--- src/rtl/playback_prefetch_buffer_if.sv ---
// ============================================================================
// Module  : playback_prefetch_buffer_if
// Purpose : RAM-wrapper read handshake bundle between the playback prefetch
//           buffer (master) and the DDR RAM wrapper (slave).
// Signals : rdy           - RAM wrapper ready to accept a request
//           read_request  - one-cycle read request (master -> slave)
//           ram_address   - word address of the current/next read
//           rd_data_pres  - read data valid (slave -> master)
//           ram_data      - read data
//           read_ack      - one-cycle read acknowledge (master -> slave)
// Revision: 1.0 - initial release
// ============================================================================
`default_nettype none

interface playback_prefetch_buffer_if #(
  parameter int DATA_W = 16,
  parameter int ADDR_W = 26
);
  logic              rdy;
  logic              read_request;
  logic              rd_data_pres;
  logic [DATA_W-1:0] ram_data;
  logic              read_ack;
  logic [ADDR_W-1:0] ram_address;

  modport master (
    input  rdy, rd_data_pres, ram_data,
    output read_request, read_ack, ram_address
  );

  modport slave (
    output rdy, rd_data_pres, ram_data,
    input  read_request, read_ack, ram_address
  );
endinterface

`default_nettype wire

--- src/rtl/playback_prefetch_buffer.sv ---
// ============================================================================
// Module  : playback_prefetch_buffer
// Purpose : Reads playback samples ahead from RAM into a small FIFO and hands
//           one sample to the codec per (synchronised) sample request, so RAM
//           latency never stalls the DAC. Counts empty-FIFO pops (underruns).
// Ports   : systemCLK, pb_reset (async, active-high)
//           i_play, i_pause, i_restart, i_start_address, i_end_address
//           ram                 - RAM read handshake (interface, master side)
//           i_sample_req_async  - codec request strobe (audio_clk domain)
//           o_sample_out, o_fifo_level, o_underrun_count, o_done
// Options : LOOP_PLAYBACK_EN - when defined, playback wraps from end_address
//           back to start_address instead of stopping in END.
// Revision: 1.0 - initial release
// ============================================================================
`default_nettype none

module playback_prefetch_buffer #(
  parameter int DATA_W = 16,
  parameter int ADDR_W = 26,
  parameter int DEPTH  = 8
) (
  input  wire logic                    systemCLK,
  input  wire logic                    pb_reset,
  input  wire logic                    i_play,
  input  wire logic                    i_pause,
  input  wire logic                    i_restart,
  input  wire logic [ADDR_W-1:0]       i_start_address,
  input  wire logic [ADDR_W-1:0]       i_end_address,
  playback_prefetch_buffer_if.master   ram,
  input  wire logic                    i_sample_req_async,
  output logic [DATA_W-1:0]            o_sample_out,
  output logic [$clog2(DEPTH):0]       o_fifo_level,
  output logic [7:0]                   o_underrun_count,
  output logic                         o_done
);

  localparam int PTR_W = $clog2(DEPTH);
  localparam int LVL_W = PTR_W + 1;
  localparam logic [LVL_W-1:0] FULL_LVL = LVL_W'(DEPTH);

  typedef enum logic [2:0] {
    S_IDLE = 3'd0,
    S_REQ  = 3'd1,
    S_WAIT = 3'd2,
    S_ACK  = 3'd3,
    S_END  = 3'd4
  } state_t;

  state_t            r_state;
  logic              r_read_request;
  logic              r_read_ack;
  logic              r_stale;
  logic              r_done;
  logic [ADDR_W-1:0] r_addr;

  logic              r_sync1, r_sync2, r_sync3, r_pop;

  logic [DATA_W-1:0] r_mem [DEPTH];
  logic [PTR_W-1:0]  r_wr_ptr, r_rd_ptr;
  logic [LVL_W-1:0]  r_level;
  logic [DATA_W-1:0] r_sample;
  logic [7:0]        r_underrun;

  logic              w_run;
  logic              w_pop_ok;
  logic              w_underrun;
  logic              w_push;
  logic [ADDR_W:0]   w_addr_inc;
  logic              w_step_end;
  logic              w_can_req;
  state_t            w_restart_state;

  assign w_run      = i_play & ~i_pause;
  assign w_pop_ok   = r_pop & w_run & (r_level != '0);
  // Running dry after the last word has been fetched is normal end of play.
  assign w_underrun = r_pop & w_run & (r_level == '0) & (r_state != S_END);
  // Data of a read that was overtaken by restart is dropped on the floor.
  assign w_push     = (r_state == S_WAIT) & ram.rd_data_pres & ~r_stale & ~i_restart;
  // Extra carry bit catches the wrap at the top of the address space.
  assign w_addr_inc = {1'b0, r_addr} + {{ADDR_W{1'b0}}, 1'b1};
  assign w_step_end = w_addr_inc[ADDR_W] | (w_addr_inc[ADDR_W-1:0] > i_end_address);
  assign w_can_req  = w_run & ram.rdy & (r_level < FULL_LVL) & (r_addr <= i_end_address);

`ifdef LOOP_PLAYBACK_EN
  assign w_restart_state = S_IDLE;
`else
  assign w_restart_state = (i_start_address > i_end_address) ? S_END : S_IDLE;
`endif

  assign ram.read_request = r_read_request;
  assign ram.read_ack     = r_read_ack;
  assign ram.ram_address  = r_addr;
  assign o_sample_out     = r_sample;
  assign o_fifo_level     = r_level;
  assign o_underrun_count = r_underrun;
  assign o_done           = r_done;

  // Request synchroniser, edge detect and prefetch FSM.
  always_ff @(posedge systemCLK or posedge pb_reset) begin
    if (pb_reset) begin
      r_sync1        <= 1'b0;
      r_sync2        <= 1'b0;
      r_sync3        <= 1'b0;
      r_pop          <= 1'b0;
      r_state        <= S_IDLE;
      r_read_request <= 1'b0;
      r_read_ack     <= 1'b0;
      r_stale        <= 1'b0;
      r_done         <= 1'b0;
      r_addr         <= '0;
    end else begin
      r_sync1        <= i_sample_req_async;
      r_sync2        <= r_sync1;
      r_sync3        <= r_sync2;
      r_pop          <= r_sync2 & ~r_sync3;
      r_read_request <= 1'b0;
      r_read_ack     <= 1'b0;
      r_done         <= (r_state == S_END) && (r_level == '0);

      case (r_state)
        S_IDLE: begin
          if (!i_restart && w_can_req) begin
            r_state        <= S_REQ;
            r_read_request <= 1'b1;
            r_stale        <= 1'b0;
          end
        end
        S_REQ: r_state <= S_WAIT;
        S_WAIT: begin
          if (ram.rd_data_pres) begin
            r_state    <= S_ACK;
            r_read_ack <= 1'b1;
          end
        end
        S_ACK: begin
          if (r_stale || i_restart) begin
            // Address was already reloaded by restart; do not advance it.
            r_state <= w_restart_state;
          end else if (w_step_end) begin
`ifdef LOOP_PLAYBACK_EN
            r_addr  <= i_start_address;
            r_state <= S_IDLE;
`else
            r_addr  <= w_addr_inc[ADDR_W-1:0];
            r_state <= S_END;
`endif
          end else begin
            r_addr  <= w_addr_inc[ADDR_W-1:0];
            r_state <= S_IDLE;
          end
        end
        S_END: r_state <= S_END;
        default: r_state <= S_IDLE;
      endcase

      if (i_restart) begin
        r_addr  <= i_start_address;
        r_done  <= 1'b0;
        // A read already on the bus must finish its handshake; mark it stale.
        r_stale <= (r_state == S_REQ) || (r_state == S_WAIT);
        if ((r_state == S_IDLE) || (r_state == S_END)) begin
          r_state <= w_restart_state;
        end
      end
    end
  end

  // FIFO pointers, occupancy, sample output and underrun counter.
  always_ff @(posedge systemCLK or posedge pb_reset) begin
    if (pb_reset) begin
      r_wr_ptr   <= '0;
      r_rd_ptr   <= '0;
      r_level    <= '0;
      r_sample   <= '0;
      r_underrun <= '0;
    end else if (i_restart) begin
      r_wr_ptr   <= '0;
      r_rd_ptr   <= '0;
      r_level    <= '0;
      r_underrun <= '0;
    end else begin
      if (w_push) begin
        r_wr_ptr <= r_wr_ptr + PTR_W'(1);
      end
      if (w_pop_ok) begin
        r_rd_ptr <= r_rd_ptr + PTR_W'(1);
      end
      if (r_pop) begin
        r_sample <= w_pop_ok ? r_mem[r_rd_ptr] : '0;
      end
      case ({w_push, w_pop_ok})
        2'b10:   r_level <= r_level + LVL_W'(1);
        2'b01:   r_level <= r_level - LVL_W'(1);
        default: r_level <= r_level;
      endcase
      if (w_underrun && (r_underrun != 8'hFF)) begin
        r_underrun <= r_underrun + 8'd1;
      end
    end
  end

  // Sample storage needs no reset: occupancy alone says what is valid.
  always_ff @(posedge systemCLK) begin
    if (w_push) begin
      r_mem[r_wr_ptr] <= ram.ram_data;
    end
  end

endmodule

`default_nettype wire

--- src/flat_wrapper.sv ---
// flat-port wrapper written by rule: the top's interface ports become plain ports
module playback_prefetch_buffer_flat 
#(
  parameter int DATA_W = 16,
  parameter int ADDR_W = 26,
  parameter int DEPTH  = 8
)
  (systemCLK, pb_reset, i_play, i_pause, i_restart, i_start_address, i_end_address, i_sample_req_async, o_sample_out, o_fifo_level, o_underrun_count, o_done, ram_rdy, ram_rd_data_pres, ram_ram_data, ram_read_request, ram_read_ack, ram_ram_address);
  playback_prefetch_buffer_if #(.DATA_W(DATA_W), .ADDR_W(ADDR_W)) ram_i ();
  input  wire logic systemCLK;
  input  wire logic pb_reset;
  input  wire logic i_play;
  input  wire logic i_pause;
  input  wire logic i_restart;
  input  wire logic [ADDR_W-1:0] i_start_address;
  input  wire logic [ADDR_W-1:0] i_end_address;
  input  wire logic i_sample_req_async;
  output logic [DATA_W-1:0] o_sample_out;
  output logic [$clog2(DEPTH):0] o_fifo_level;
  output logic [7:0] o_underrun_count;
  output logic o_done;
  input wire logic [$bits(ram_i.rdy)-1:0] ram_rdy;
  input wire logic [$bits(ram_i.rd_data_pres)-1:0] ram_rd_data_pres;
  input wire logic [$bits(ram_i.ram_data)-1:0] ram_ram_data;
  output wire logic [$bits(ram_i.read_request)-1:0] ram_read_request;
  output wire logic [$bits(ram_i.read_ack)-1:0] ram_read_ack;
  output wire logic [$bits(ram_i.ram_address)-1:0] ram_ram_address;
  assign ram_i.rdy = ram_rdy;
  assign ram_i.rd_data_pres = ram_rd_data_pres;
  assign ram_i.ram_data = ram_ram_data;
  assign ram_read_request = ram_i.read_request;
  assign ram_read_ack = ram_i.read_ack;
  assign ram_ram_address = ram_i.ram_address;
  playback_prefetch_buffer #(.DATA_W(DATA_W), .ADDR_W(ADDR_W), .DEPTH(DEPTH)) u_core (.systemCLK(systemCLK), .pb_reset(pb_reset), .i_play(i_play), .i_pause(i_pause), .i_restart(i_restart), .i_start_address(i_start_address), .i_end_address(i_end_address), .ram(ram_i), .i_sample_req_async(i_sample_req_async), .o_sample_out(o_sample_out), .o_fifo_level(o_fifo_level), .o_underrun_count(o_underrun_count), .o_done(o_done));
endmodule
--- config.mk ---
export PLATFORM = sky130hd
export DESIGN_NAME = playback_prefetch_buffer_flat
export DESIGN_NICKNAME = d
export VERILOG_FILES = /design/src/rtl/playback_prefetch_buffer_if.sv /design/src/rtl/playback_prefetch_buffer.sv /design/src/flat_wrapper.sv
export SDC_FILE = /design/constraint.sdc
export NUM_CORES = 1
export LEC_CHECK = 0
export CAP_MARGIN = 10
export CORE_MARGIN = 2
export CORE_UTILIZATION = 40
export CTS_BUF_LIST = sky130_fd_sc_hd__clkbuf_4 sky130_fd_sc_hd__clkbuf_8
export DETAILED_ROUTE_END_ITERATION = 8
export PLACE_DENSITY = 0.6
export SYNTH_ARGS = -nofsm -noshare
export SYNTH_HDL_FRONTEND = slang
export SYNTH_SLANG_ARGS = --single-unit
--- constraint.sdc ---
create_clock -name systemCLK -period 2.95 [get_ports systemCLK]
set_input_delay 0.885 -clock systemCLK [delete_from_list [all_inputs] [get_ports systemCLK]]
set_output_delay 0.885 -clock systemCLK [all_outputs]
set_load 0.1 [all_outputs]
==> impl_metrics.yaml <==
finish:
  instances_no_fill: 1371
  n_fill_cell: 2340
  drive_gt1_share_pct: 24.64
  design_area_mm2: 0.01310
  final_nets: 1183
  area.sequential_mm2: 0.005644
  final_util_pct: 50.71
  multi_input_area_mm2: 0.004581
  area_growth_pct: 25.74
yosys:
  synth_edf_count: 128
  yosys.cell_types.count: 65
  ys_warn_count: 0
  synth-main-ff-cell: "edfxtp_1"
  async_flop_share_pct: 35.68
  syn_area_per_cell_um2: 12.68
  seq_area_frac_synth_pct: 53.94
  synth_nets: 983
  syn_area_mm2: 0.01042
  synth_seq_cells: 199
  syn_inst: 822
timing:
  drv_slew: 0
  worst_slack_ps: 70.39
  worst_clock_skew_ps: 28.71
  period_share_pct: 97.61
  relSlewSlack_pct: 47.30
  fmax_ghz: 0.3473
  worstMarginPinSlew_ps: 790.4
  fin_crit_ps: 2880
  final-hold-violation-count: 0
  final-setup-viol-count: 0
  rsz0062_at_grt: "yes"
pwr:
  power_density_mw_per_mm2: 494.8
  power_frac_seq_pct: 48.6
  p_sw_mw: 2.204
  p_total_mw: 6.483
  power_leakage_nw: 5.203
  p_clk_share_pct: 31.4
  comb_power_share_pct: 20.0
  switching_share_pct: 34.00
  vdd_drop_max_mv: 0.2735
  p_int_mw: 4.279
clocking:
  clk_latency_ps: 490
  cts_inserted_buffers: 17
  cts_tree: "built"
  clkTransAtPathRegs_ps: 130
  cts.sinks: 199
  cts_buffer_depth: 2
  h-tree-depth: 4
  cts-root-buf: "clkbuf_8"
worst_setup_path:
  crit_type: "reg2reg"
  end_kind: "flip-flop"
  cp_max_fo: 6
  rr_startpoint: "u_core.ram.ram_address[0]"
  max_stage_delay_ps: 450
  path_buf_inv: 0
  worstPathCellList: "ha_4, nand3_4, nor3_4, and4_4, nand3_2, xnor2_1, ha_1, nand4_1, nor2_1, a221o_1, a211o_1, o21ai_1, a2bb2oi_1"
  cp-startpoint: "u_core.ram.ram_address[0]"
  worstPathArrival_ps: 3250
  cp.required_ps: 3320
  critical-path-slowest-cell: "dfrtp_2"
  startpoint_type: "flip-flop"
  cp_top_family: "simple AND/OR/NAND/NOR gates"
die:
  pin_count: 133
  num_rows: 59
  initial_core_util_pct: 40.33
  dieArea_mm2: 0.02736
  die_y_um: 165.4
  die_x_um: 165.4
  core-area_mm2: 0.02584
place:
  place_area_mm2: 0.01260
  post-dp-hpwl_um: 18130
  placed_cells: 1336
  pre_cts_slack_ps: -130.6
  gp_congestion: 0.8450
  portBuffers: 132
grt:
  grt_max_degree: 72
  grt_pass1_vias: 7004
  overflow: 0
  grt_pass1_wl_um: 39190
  grt.total_usage_pct: 19.18
  grt_antenna_before_repair: 1
drt:
  route.detailed.drc: 0
  via_per_inst: 5.106
  firstDrtPassIters: 4
  wl_um: 25410
  drtAntennaViolNets: 0
  drt_iter0_drc: 517
  vias: 7001
  wire_per_inst_um: 18.54
min_path:
  hp-class: "reg2reg"
  hp-start: "u_core.r_sync1"
run:
  maxCapViolCount: 0
outcome:
  status: "finished, final reports clean"
==> cell families after synthesis <==
kind of cell / Yosys count / share of synthesized area [%]
and+or+nand+nor: 238 / 12.06
adders and majority gates: 85 / 10.28
DFF: 199 / 53.94
xor gates and xnor gates: 65 / 5.463
AOI/OAI and AO/OA: 120 / 6.664
buffers and inverters: 63 / 2.762
muxes: 52 / 8.838
==> flip-flops by register name, summed over array words and instances, names as in the netlist, 3 cells and up <==
name                     cells
u_core.o_underrun_count      8
u_core.r_rd_ptr              3
u_core.ram.ram_address      26
u_core.r_wr_ptr              3
u_core.o_sample_out         16
u_core.r_mem               128
u_core.o_fifo_level          4
u_core.r_state               3
==> worst paths after layout <==
path	to	slack, ps	depth (start not counted)
max in group asynchronous	u_core.ram.ram_address[2]	1770	3
worst min-delay path	u_core.r_sync2	370	0
worst min register to register	u_core.r_sync2	370	0
worst max register to register	u_core.r_state[2]	70	13
worst max-delay path	u_core.r_state[2]	70	13
min in group asynchronous	u_core.o_sample_out[2]	790	3
==> power groups by stage <==
| stage | registers (mW) | clock network [mW] | logic [mW] |
|---|---|---|---|
| floorplan | 3.55 | 0 | 0.486 |
| finish | 3.15 | 2.03 | 1.30 |
| detailed placement | 3.21 | 0 | 1.30 |
| global route | 3.16 | 2.20 | 1.41 |
| CTS | 3.15 | 2.10 | 1.30 |
| global placement | 3.21 | 0 | 1.29 |
==> placed cells by master, fill, tap and decap left out, drive strengths merged, types with 17 or more instances in the layout <==
cell type,n
ha,84
o21ai,56
nand4,23
xnor2,30
clkdlybuf4s50,74
mux4,32
nand3,23
nor2,49
mux2i,20
xor2,35
edfxtp,128
nand2,84
dfrtp,71
a21oi,34
buf,133
clkbuf,17
inv,50
==> layout make-up <==
class	count	share of cell area, %
diodes	1	0.01910
clock buffers	17	1.786
clock inverters	15	1.872
inverters	37	1.070
multi-input cells	560	34.96
flip-flops and latches	199	43.08
well taps	335	3.199
repair buffers	207	14.02
==> synthesized netlist by cell type (all sizes together) (12+ instances only) <==
| library cell | number | area, um2 |
|---|---|---|
| mux4 | 32 | 720.7 |
| nor2 | 49 | 193.9 |
| xnor2 | 30 | 262.8 |
| dfrtp | 71 | 1777 |
| ha | 84 | 1051 |
| a21oi | 34 | 170.2 |
| clkbuf | 13 | 48.80 |
| mux2i | 20 | 200.2 |
| inv | 37 | 138.9 |
| o21ai | 56 | 280.3 |
| xor2 | 35 | 306.5 |
| nand3 | 23 | 145.1 |
| and3 | 12 | 81.33 |
| nand4 | 23 | 158.9 |
| nand2 | 84 | 315.3 |
| edfxtp | 128 | 3844 |
==> through the flow <==
step,setup TNS [ps],hold WS (ps)
floorplan,-133.4,331.2
global placement,-163.7,346.8
detailed placement,-389.3,351.1
CTS,0,379.5
global route,-99.62,387.9
finish,0,369.9
==> worst reg2reg max path, cell delays in order (launching register included) <==
cell and delay, ps:
dfrtp_2 450, ha_4 180, nand3_4 110, nor3_4 210, and4_4 290, nand3_2 70
xnor2_1 150, ha_1 350, nand4_1 160, nor2_1 60, a221o_1 310, a211o_1 250
o21ai_1 130, a2bb2oi_1 70
==> routing by layer <==
metal	vias to the layer above	track usage (%)	share of wire [%]
li1	3440	-	-
met1	3414	25.99	46
met2	130	32.71	49
met3	17	2.572	3.7
met4	0	4.898	1.3
met5	-	0	0
==> what timing repair did <==
| item | CTS | global route |
|---|---|---|
| setup buffers | 0 | 2 |
| gates resized for setup | 1 | 1 |
| hold buffers | 0 | 0 |
| setup endpoints to repair | 1 | 1 |
Power figures use the tool's default switching activity.
